$ cat src/rtl/fft_stream_pkg.sv
// rtl/fft_stream_pkg.sv - shared types and constants for the FFT output stream sink
package fft_stream_pkg;

    localparam int CPLX_W   = 64;
    localparam int REAL_LSB = 0;
    localparam int IMAG_LSB = 32;

    typedef enum logic {
        S_CAPTURE = 1'b0,
        S_FULL    = 1'b1
    } state_t;

    function automatic int calc_addr_w(input int n_points);
        return (n_points < 2) ? 1 : $clog2(n_points);
    endfunction

endpackage

$ cat src/rtl/fft_frame_ram.sv
// rtl/fft_frame_ram.sv - simple dual-port frame buffer with registered read port
module fft_frame_ram #(
    parameter int DEPTH  = 8,
    parameter int ADDR_W = 3,
    parameter int DATA_W = 64
) (
    input  logic              i_clk,
    input  logic              i_rst,
    input  logic              i_we,
    input  logic [ADDR_W-1:0] i_waddr,
    input  logic [DATA_W-1:0] i_wdata,
    input  logic              i_re,
    input  logic [ADDR_W-1:0] i_raddr,
    output logic [DATA_W-1:0] o_rdata
);

    logic [DATA_W-1:0] r_mem [DEPTH];
    logic [DATA_W-1:0] r_rdata;

    // Storage has no reset so it can map onto block or distributed RAM.
    always_ff @(posedge i_clk) begin
        if (i_we) begin
            r_mem[i_waddr] <= i_wdata;
        end
    end

    always_ff @(posedge i_clk) begin
        if (i_rst) begin
            r_rdata <= '0;
        end else if (i_re) begin
            r_rdata <= r_mem[i_raddr];
        end
    end

    assign o_rdata = r_rdata;

endmodule

$ cat src/rtl/fft_frame_sink.sv
// rtl/fft_frame_sink.sv - AXI4-Stream sink capturing one FFT frame with framing checks
module fft_frame_sink
    import fft_stream_pkg::*;
#(
    parameter  int N_POINTS = 8,
    parameter  int DATA_W   = CPLX_W,
    parameter  int USER_W   = 16,
    localparam int ADDR_W   = calc_addr_w(N_POINTS)
) (
    input  logic              aclk,
    input  logic              areset,
    input  logic [DATA_W-1:0] s_axis_tdata,
    input  logic [USER_W-1:0] s_axis_tuser,
    input  logic              s_axis_tlast,
    input  logic              s_axis_tvalid,
    output logic              s_axis_tready,
    output logic              frame_valid,
    output logic [15:0]       frame_count,
    input  logic              rd_en,
    input  logic [ADDR_W-1:0] rd_addr,
    output logic [DATA_W-1:0] rd_data,
    input  logic              frame_release,
    output logic              err_tlast_missing,
    output logic              err_tlast_unexpected,
    output logic              err_index
);

    localparam logic [ADDR_W-1:0] LAST_PTR = ADDR_W'(N_POINTS - 1);

    state_t            r_state;
    state_t            w_state_nxt;
    logic [ADDR_W-1:0] r_wr_ptr;
    logic [ADDR_W-1:0] w_wr_ptr_nxt;
    logic              r_tready;
    logic [15:0]       r_frame_count;
    logic              r_err_tlast_missing;
    logic              r_err_tlast_unexpected;
    logic              r_err_index;
    logic              w_beat;
    logic              w_close;
    logic              w_early;
    logic              w_idx_bad;
    logic              w_unused_tuser;

    assign w_beat         = s_axis_tvalid & r_tready;
    assign w_idx_bad      = s_axis_tuser[ADDR_W-1:0] != r_wr_ptr;
    assign w_unused_tuser = ^s_axis_tuser;

    always_comb begin
        w_state_nxt  = r_state;
        w_wr_ptr_nxt = r_wr_ptr;
        w_close      = 1'b0;
        w_early      = 1'b0;
        case (r_state)
            S_CAPTURE: begin
                if (w_beat) begin
                    if (r_wr_ptr == LAST_PTR) begin
                        w_close      = 1'b1;
                        w_state_nxt  = S_FULL;
                        w_wr_ptr_nxt = '0;
                    end else if (s_axis_tlast) begin
                        w_early      = 1'b1;
                        w_wr_ptr_nxt = '0;
                    end else begin
                        w_wr_ptr_nxt = r_wr_ptr + ADDR_W'(1);
                    end
                end
            end
            S_FULL: begin
                if (frame_release) begin
                    w_state_nxt = S_CAPTURE;
                end
            end
            default: w_state_nxt = S_CAPTURE;
        endcase
    end

    // tready is registered from the next state so it never follows tvalid combinationally.
    always_ff @(posedge aclk) begin
        if (areset) begin
            r_state                <= S_CAPTURE;
            r_wr_ptr               <= '0;
            r_tready               <= 1'b0;
            r_frame_count          <= 16'd0;
            r_err_tlast_missing    <= 1'b0;
            r_err_tlast_unexpected <= 1'b0;
            r_err_index            <= 1'b0;
        end else begin
            r_state                <= w_state_nxt;
            r_wr_ptr               <= w_wr_ptr_nxt;
            r_tready               <= (w_state_nxt == S_CAPTURE);
            if (w_close) begin
                r_frame_count <= r_frame_count + 16'd1;
            end
            r_err_tlast_missing    <= w_close & ~s_axis_tlast;
            r_err_tlast_unexpected <= w_early;
            r_err_index            <= w_beat & w_idx_bad;
        end
    end

    fft_frame_ram #(
        .DEPTH  (N_POINTS),
        .ADDR_W (ADDR_W),
        .DATA_W (DATA_W)
    ) u_ram (
        .i_clk   (aclk),
        .i_rst   (areset),
        .i_we    (w_beat),
        .i_waddr (r_wr_ptr),
        .i_wdata (s_axis_tdata),
        .i_re    (rd_en),
        .i_raddr (rd_addr),
        .o_rdata (rd_data)
    );

    assign s_axis_tready        = r_tready;
    assign frame_valid          = (r_state == S_FULL);
    assign frame_count          = r_frame_count;
    assign err_tlast_missing    = r_err_tlast_missing;
    assign err_tlast_unexpected = r_err_tlast_unexpected;
    assign err_index            = r_err_index;

endmodule
$ cat config.mk
export PLATFORM = sky130hd
export DESIGN_NAME = fft_frame_sink
export DESIGN_NICKNAME = d
export VERILOG_FILES = /design/src/rtl/fft_stream_pkg.sv /design/src/rtl/fft_frame_ram.sv /design/src/rtl/fft_frame_sink.sv
export SDC_FILE = /design/constraint.sdc
export NUM_CORES = 1
export LEC_CHECK = 0
export CAP_MARGIN = 30
export CORE_UTILIZATION = 48
export DETAILED_ROUTE_END_ITERATION = 12
export DONT_BUFFER_PORTS = 1
export RECOVER_POWER = 50
export SLEW_MARGIN = 20
export SYNTH_ARGS = -nofsm -noshare
export SYNTH_HDL_FRONTEND = slang
export SYNTH_SLANG_ARGS = --single-unit
$ cat constraint.sdc
create_clock -name aclk -period 20 [get_ports aclk]
set_input_delay 6 -clock aclk [delete_from_list [all_inputs] [get_ports aclk]]
set_output_delay 6 -clock aclk [all_outputs]
set_load 0.05 [all_outputs]
==> results of run 1 <==
-- Yosys cell counts, types with 2 or more instances --
library cell and count:
sky130_fd_sc_hd__a21oi_1 9, sky130_fd_sc_hd__and3_2 2, sky130_fd_sc_hd__buf_1 6, sky130_fd_sc_hd__buf_2 13, sky130_fd_sc_hd__buf_4 2, sky130_fd_sc_hd__buf_6 13
sky130_fd_sc_hd__clkbuf_1 26, sky130_fd_sc_hd__dfxtp_1 88, sky130_fd_sc_hd__edfxtp_1 512, sky130_fd_sc_hd__ha_1 4, sky130_fd_sc_hd__inv_1 2, sky130_fd_sc_hd__mux2_2 2
sky130_fd_sc_hd__mux4_2 128, sky130_fd_sc_hd__nand2_1 11, sky130_fd_sc_hd__nand2b_1 4, sky130_fd_sc_hd__nand3_1 7, sky130_fd_sc_hd__nand4_1 5, sky130_fd_sc_hd__nor2_1 85
sky130_fd_sc_hd__nor2b_1 2, sky130_fd_sc_hd__nor3_1 69, sky130_fd_sc_hd__nor4_1 2, sky130_fd_sc_hd__o21ai_0 3, sky130_fd_sc_hd__o22ai_1 64, sky130_fd_sc_hd__or2_2 2
sky130_fd_sc_hd__or3_1 3, sky130_fd_sc_hd__xnor2_1 8, sky130_fd_sc_hd__xor2_1 3
-- per-stage QoR --
stage / worst slack, ps / area [µm²] / hold slack, ps / utilization, %
floorplan: 8668 / 22010 / 480.7 / -
finish: 10780 / 24490 / 531.4 / 54.09
global placement: 11780 / 22620 / 507.4 / 49.95
detailed placement: 11760 / 22650 / 516.6 / 50.01
global route: 10590 / 24490 / 571.5 / 54.09
CTS: 12410 / 24550 / 528.3 / 54.21
-- cell type report --
cell class | instances | area [µm²]
Tap cell | 600 | 750.7
Sequential cell | 600 | 17140
Fill cell | 3518 | 20790
Clock inverter | 18 | 128.9
Inverter | 2 | 7.507
Clock buffer | 93 | 1774
Multi-Input combinational cell | 426 | 4546
Timing Repair Buffer | 19 | 151.4
-- power groups by stage --
| stage | logic (µW) | clock network (µW) | registers (µW) |
|---|---|---|---|
| final | 62.5 | 1070 | 1420 |
| after global routing | 68.1 | 1150 | 1420 |
| after CTS | 63.5 | 1100 | 1420 |
| after detailed placement | 63.3 | 0 | 1450 |
| after global placement | 62.2 | 0 | 1450 |
| after floorplan | 67.0 | 0 | 1450 |
-- logic make-up (layout without fill, tap and decap cells) --
group	after synthesis	in the layout	synth area share, %
flip-flops	600	600	77.84
AO/OA/AOI/OAI	80	80	2.239
adder cells (fa/ha/maj)	4	4	0.2274
buffers and inverters	62	132	1.608
multiplexers	130	130	13.20
XOR/XNOR	11	11	0.4377
AND/OR/NAND/NOR	201	201	4.445
-- placed cells by master (no fill, tap or decap), types with 11 or more instances in the layout --
cell type                     n
sky130_fd_sc_hd__dfxtp_1     88
sky130_fd_sc_hd__nor2_1      79
sky130_fd_sc_hd__o22ai_1     64
sky130_fd_sc_hd__edfxtp_1   512
sky130_fd_sc_hd__clkbuf_16   62
sky130_fd_sc_hd__buf_4       15
sky130_fd_sc_hd__clkbuf_1    21
sky130_fd_sc_hd__clkinv_1    11
sky130_fd_sc_hd__nor3_1      67
sky130_fd_sc_hd__mux4_2     128
-- worst max-delay path, cell delays in order --
cell and delay (ps):
sky130_fd_sc_hd__nand2b_4 240, sky130_fd_sc_hd__clkbuf_1 2610, sky130_fd_sc_hd__o22ai_1 510, sky130_fd_sc_hd__nor3_1 340
-- flip-flops by register name, indices dropped and copies added, names as in the netlist --
signal / cells
u_ram.r_mem: 512
frame_count: 16
err_index: 1
r_wr_ptr: 3
u_ram.o_rdata: 64
err_tlast_missing: 1
frame_valid: 1
err_tlast_unexpected: 1
s_axis_tready: 1
-- per-layer routing --
layer  GRT usage [%]  vias to the layer above
li1                -                     4491
met1           26.26                     5338
met2           32.19                      242
met3           5.291                       57
met4           4.484                        0
met5               0                        -
-- worst min-delay path by stage --
stage | depth (start not counted) | to | start | slack (ps)
final | 2 | r_wr_ptr[1] | r_wr_ptr[1] | 530
after global routing | 2 | r_wr_ptr[1] | r_wr_ptr[1] | 570
after CTS | 2 | r_wr_ptr[1] | r_wr_ptr[1] | 530
after detailed placement | 2 | r_wr_ptr[1] | r_wr_ptr[1] | 520
after global placement | 2 | r_wr_ptr[1] | r_wr_ptr[1] | 510
after floorplan | 2 | r_wr_ptr[1] | r_wr_ptr[1] | 480
==> results.json, run 1 <==
{
  "grt_first_pass_wirelength_um": 67410,
  "cts.root.buffer_cell": "sky130_fd_sc_hd__clkbuf_16",
  "synth_cell_types": 40,
  "timing.critical_path.from": "rd_addr[0]",
  "grt_resource_usage_total_pct": 19.60,
  "m1WireLength_um": 18920,
  "clock_power_share_pct": 42.0,
  "timing.final.crit_period_ps": 9218,
  "die_area_mm2": 0.04672,
  "io_buffers": 0,
  "finClkSkew_ps": 9.109,
  "gp_congestion": 0.7412,
  "cts_inserted_buffers": 59,
  "depth_of_the_most_critical_reg_to_reg_path": 4,
  "run_status": "finished with violations",
  "powerDensity_mw_per_mm2": 104.4,
  "finalCritPeriodShare_pct": 46.09,
  "final.setup.tns_ps": 0,
  "route.vias.total": 10130,
  "slew_headroom_pct": -143.3,
  "detail_route.vias_per_cell": 5.761,
  "share_seq_of_total_power_pct": 55.6,
  "synth_enable_flop_cells": 512,
  "met2_wirelength_um": 22150,
  "violated_checks": "max-capacitance violations, max-slew violations",
  "grt_setup_unrepaired": "false",
  "criticalPathCategory": "primary input to flop",
  "finalSetupViolations": 0,
  "detail_route.first_pass.iterations": 5,
  "peak_vdd_ir_mv": 0.07548,
  "postCtsHoldBufs": 0,
  "drt_wl_total_um": 44700,
  "worstReg2RegEnd": "u_ram.r_mem[7][44]",
  "synth_top_cells_by_area": "sky130_fd_sc_hd__edfxtp_1 70%, sky130_fd_sc_hd__mux4_2 13%, sky130_fd_sc_hd__dfxtp_1 8.0%",
  "yosys_warnings": 0,
  "asyncSetResetFlopFracSynth_pct": 0,
  "number_of_instances_resized_during_post_cts_repair": 0,
  "setup.worst_path.end": "u_ram.o_rdata[34]",
  "syn_nets": 1181,
  "placement_rows": 78,
  "synth_seq_area_share_pct": 77.84,
  "worst-path-max-fanout": 52,
  "reg2reg_setup_slack_ps": 15780,
  "crit_arrival_ps": 9730,
  "clock_latency_on_the_worst_skew_pair_ps": 600,
  "maxUsedRoutingLayer": "met4",
  "leakagePower_uw": 0.007678,
  "worst_setup_path_end_kind": "flop",
  "floorplan.initialDensity_pct": 48.61,
  "detail_route.wl_per_cell_um": 25.43,
  "grt_antenna_before_repair": 0,
  "internal-power_uw": 2042,
  "dp_hpwl_um": 22510,
  "drc": 0,
  "synth.largest_area_cell": "sky130_fd_sc_hd__edfxtp_1",
  "timing.fmax_mhz": 108.5,
  "maximum_number_of_pins_on_one_net_before_global_route_repair": 129,
  "worst_slew_pin_tran_ps": 3650,
  "final_layout_size_suffix_gt1_share_pct": 20.98,
  "clk_transition_reported_paths_ps": 60,
  "holdCritPathClass": "flop to flop",
  "synth_ff_type": "sky130_fd_sc_hd__edfxtp_1",
  "max_cap_violations": 3,
  "cts_buffer_depth": 3,
  "power_uw": 2557,
  "drtAntennaViolNets": 0,
  "maxSlewViolCount": 113,
  "cts_setup_buffers": 0,
  "htree_levels": 2,
  "clock_tree_from_tritoncts": "done",
  "routed-wl-met3_um": 2910,
  "io_pins": 174,
  "synth_top_cell_area_share_pct": 69.84,
  "netSwitchingFraction_pct": 20.14,
  "worst_setup_path_start_kind": "primary input",
  "area_delta_synth_final_pct": 11.27,
  "grt_pass1_vias": 10740,
  "num-nets-final": 1201,
  "switchingPower_uw": 515.1,
  "globalRoute.totalOverflow": 0,
  "cp_data_required_time_ps": 20510,
  "area_inside_the_core_boundary_mm2": 0.04528,
  "syn_area_per_cell_um2": 20.23,
  "post_route_non_filler_standard_cell_count": 1758,
  "antenna-diode-count": 0,
  "placed_cells": 1647,
  "die_w_um": 216.2,
  "drtIter0Drc": 727,
  "synth.ff_latch_count": 600,
  "synthesis.area_mm2": 0.02201,
  "finalHoldViolCount": 0,
  "cts.sink_count": 600,
  "die_height_um": 216.2,
  "count_of_mapped_cells_out_of_synthesis": 1088,
  "share_comb_of_total_power_pct": 2.4,
  "critical_path.reg2reg.startpoint": "s_axis_tready"
}
Note: power is estimated with default switching activity, not from simulation.
==> inputs of run 2 (changes only) <==
--- a/config.mk
+++ b/config.mk
@@ -9,6 +9,7 @@
 export CORE_UTILIZATION = 48
 export DETAILED_ROUTE_END_ITERATION = 12
 export DONT_BUFFER_PORTS = 1
+export PLACE_DENSITY = 0.65
 export RECOVER_POWER = 50
 export SLEW_MARGIN = 20
 export SYNTH_ARGS = -nofsm -noshare
==> constraint.sdc (replaced) <==
create_clock -name aclk -period 8.26 [get_ports aclk]
set_input_delay 2.478 -clock aclk [delete_from_list [all_inputs] [get_ports aclk]]
set_output_delay 2.478 -clock aclk [all_outputs]
set_load 0.05 [all_outputs]
==> run 2 against run 1 <==
  * The flow finishes with violations (design-rule violations, max-capacitance violations, max-slew violations)
  * Die area did not move
  * Setup slack got worse by 6900 ps
  * Largest cell class unchanged
  * Register-to-register slack got worse by 11000 ps
  * Power rose by 140%
  * Critical endpoint is now u_ram.r_mem[3][37]
  * Count of clock-buffer cells in the layout fell by 7
  * Clock skew rose by 10 ps
  * Routed wire length fell by 3.1%
  * Sequential share of layout area fell by 0.061 points
  * Clock power rose by 140%
==> results.json, run 2 (same netlist as run 1, synthesis figures left out) <==
{
  "run_status": "finished with violations",
  "violated_checks": "design-rule violations, max-capacitance violations, max-slew violations",
  "min_delay_worst_endpoint": "r_wr_ptr[1]",
  "globalRoute.totalOverflow": 0,
  "clock_tree_from_tritoncts": "done",
  "finClkSkew_ps": 19.54,
  "netSwitchingFraction_pct": 20.27,
  "drc": 1,
  "detail_route.first_pass.iterations": 9,
  "antenna-diode-count": 0,
  "clock_power_share_pct": 41.6,
  "most-common-layout-cells": "512 x sky130_fd_sc_hd__edfxtp_1, 128 x sky130_fd_sc_hd__mux4_2, 88 x sky130_fd_sc_hd__dfxtp_1",
  "io_buffers": 0,
  "max_flop_register": "u_ram.r_mem",
  "holdCritPathClass": "flop to flop",
  "grt_pass1_vias": 10650,
  "crit_path_cell_chain": "nand3_1 -> nor2_1 -> buf_12 -> buf_4",
  "cts.sink_count": 600,
  "number_of_inserted_filler_cells_in_the_final_layout": 3585,
  "drt_wl_total_um": 43300,
  "min_delay_path_depth": 2,
  "worstReg2RegEnd": "u_ram.r_mem[3][37]",
  "finalHoldViolCount": 0,
  "placement_rows": 78,
  "worst_setup_path_start_kind": "primary input",
  "dp_worst_setup_slack_ps": 3504,
  "cts_buffer_depth": 3,
  "area_delta_synth_final_pct": 11.37,
  "worst_setup_path_end_kind": "flop",
  "grt_antenna_before_repair": 0,
  "htree_levels": 2,
  "grt_resource_usage_total_pct": 18.91,
  "detail_route.vias_per_cell": 5.783,
  "max_cap_violations": 1,
  "cts_setup_buffers": 0,
  "share_seq_of_total_power_pct": 55.9,
  "floorplan.initialDensity_pct": 48.61,
  "drtAntennaViolNets": 0,
  "place_area_mm2": 0.02268,
  "io_pins": 174,
  "die_height_um": 216.2,
  "gp_congestion": 0.7541,
  "postCtsHoldBufs": 0,
  "criticalPathCategory": "primary input to flop",
  "crit_arrival_ps": 4570,
  "critical_path.slowest_cell": "sky130_fd_sc_hd__nor2_1",
  "worst_setup_slack_final_ps": 3911,
  "finalSetupViolations": 0,
  "cts.root.buffer_cell": "sky130_fd_sc_hd__clkbuf_16",
  "leakagePower_uw": 0.007685,
  "finalCritPeriodShare_pct": 52.65,
  "depth_of_the_most_critical_reg_to_reg_path": 4,
  "drtIter0Drc": 683,
  "timing.fmax_mhz": 230.0,
  "route.vias.total": 10160,
  "worstHoldStart": "r_wr_ptr[1]",
  "crit_path_max_incr_delay_ps": 930,
  "timing.final.crit_period_ps": 4349,
  "worst_slew_pin_tran_ps": 1768,
  "area_inside_the_core_boundary_mm2": 0.04528,
  "dp_hpwl_um": 22300,
  "maximum_number_of_pins_on_one_net_before_global_route_repair": 129,
  "critPathTopFamily": "simple AND/OR/NAND/NOR gates",
  "grt_setup_unrepaired": "false",
  "internal-power_uw": 4904,
  "maxSlewViolCount": 26,
  "clock_latency_on_the_worst_skew_pair_ps": 600,
  "number_of_instances_resized_during_post_cts_repair": 0,
  "worstPathBufferInverterCount": 2,
  "worst-path-max-fanout": 35,
  "cts_inserted_buffers": 59,
  "final_layout_size_suffix_gt1_share_pct": 21.26,
  "grt_first_pass_wirelength_um": 65230,
  "detail_route.wl_per_cell_um": 24.64,
  "mostFrequentLayoutCell": "sky130_fd_sc_hd__edfxtp_1",
  "die_area_mm2": 0.04672,
  "slew_headroom_pct": -17.83,
  "peak_vdd_ir_mv": 0.1519,
  "stdcell_area_mm2": 0.02452,
  "multi_input_comb_area_mm2": 0.004536,
  "num-nets-final": 1201,
  "switchingPower_uw": 1247,
  "largest_register_ffs": 512,
  "cp_data_required_time_ps": 8480,
  "final.setup.tns_ps": 0,
  "critical_path.reg2reg.startpoint": "s_axis_tready",
  "clk_transition_reported_paths_ps": 60,
  "die_w_um": 216.2,
  "share_comb_of_total_power_pct": 2.5,
  "powerDensity_mw_per_mm2": 250.9,
  "area.sequential_mm2": 0.01714,
  "reg2reg_setup_slack_ps": 4930
}
run 2: changes by cell type in the layout (fill, tap and decap cells not counted), moves of 2 or more:
cell,change
sky130_fd_sc_hd__clkinv_1,-5
sky130_fd_sc_hd__clkinv_2,+4
sky130_fd_sc_hd__buf_12,+3
sky130_fd_sc_hd__clkbuf_16,-3
sky130_fd_sc_hd__inv_6,+3
sky130_fd_sc_hd__buf_4,-2
sky130_fd_sc_hd__clkbuf_2,-2
sky130_fd_sc_hd__clkbuf_8,-2
run 2: tightest hold or removal path, delay by kind of cell (launching register included):
kind               cells  cell delay, ps
DFF                    1             350
and+or+nand+nor        1              70
AOI/OAI and AO/OA      1              50
run 2: per-stage QoR:
stage	hold WS [ps]	instances	power, µW	utilization, %
6_report	514.3	1757	6151	54.14
5_1_grt	554.9	1757	6335	54.14
4_1_cts	521.1	1756	6217	54.21
3_5_place_dp	512.7	1646	3659	50.09
3_3_place_gp	515.0	1642	3655	49.89
2_1_floorplan	480.7	1088	3662	-
run 2: layer usage:
layer / global-route usage (%) / routed length, µm / vias up
li1: - / - / 4496
met1: 24.11 / 17630 / 5318
met2: 31.88 / 21840 / 288
met3: 4.856 / 2982 / 59
met4: 5.845 / 849 / 0
met5: 0 / 0 / -
run 2: cell type report:
class / count / share of cell area, %
timing repair buffer: 19 / 0.8829
clock buffer: 86 / 6.762
multi-input combinational: 426 / 18.50
clock inverter: 24 / 0.8625
sequential: 600 / 69.90
tap: 600 / 3.062
inverter: 2 / 0.03062
run 2: worst max path at each step:
stage                       start            endpoint  slack, ps  cells after the start
floorplan           s_axis_tvalid   u_ram.r_mem[0][0]        450                      3
global placement    s_axis_tvalid  u_ram.r_mem[1][48]       3230                      4
detailed placement  s_axis_tvalid  u_ram.r_mem[5][29]       3500                      5
CTS                 s_axis_tvalid  u_ram.r_mem[5][33]       4130                      5
global route        s_axis_tvalid  u_ram.r_mem[3][25]       3780                      4
finish              s_axis_tvalid  u_ram.r_mem[3][37]       3910                      4
run 2: power groups by stage:
stage	logic, µW	clock network, µW	registers [µW]
CTS	153	2620	3440
floorplan	162	0	3500
global route	164	2730	3440
global placement	150	0	3500
detailed placement	153	0	3510
finish	151	2560	3440
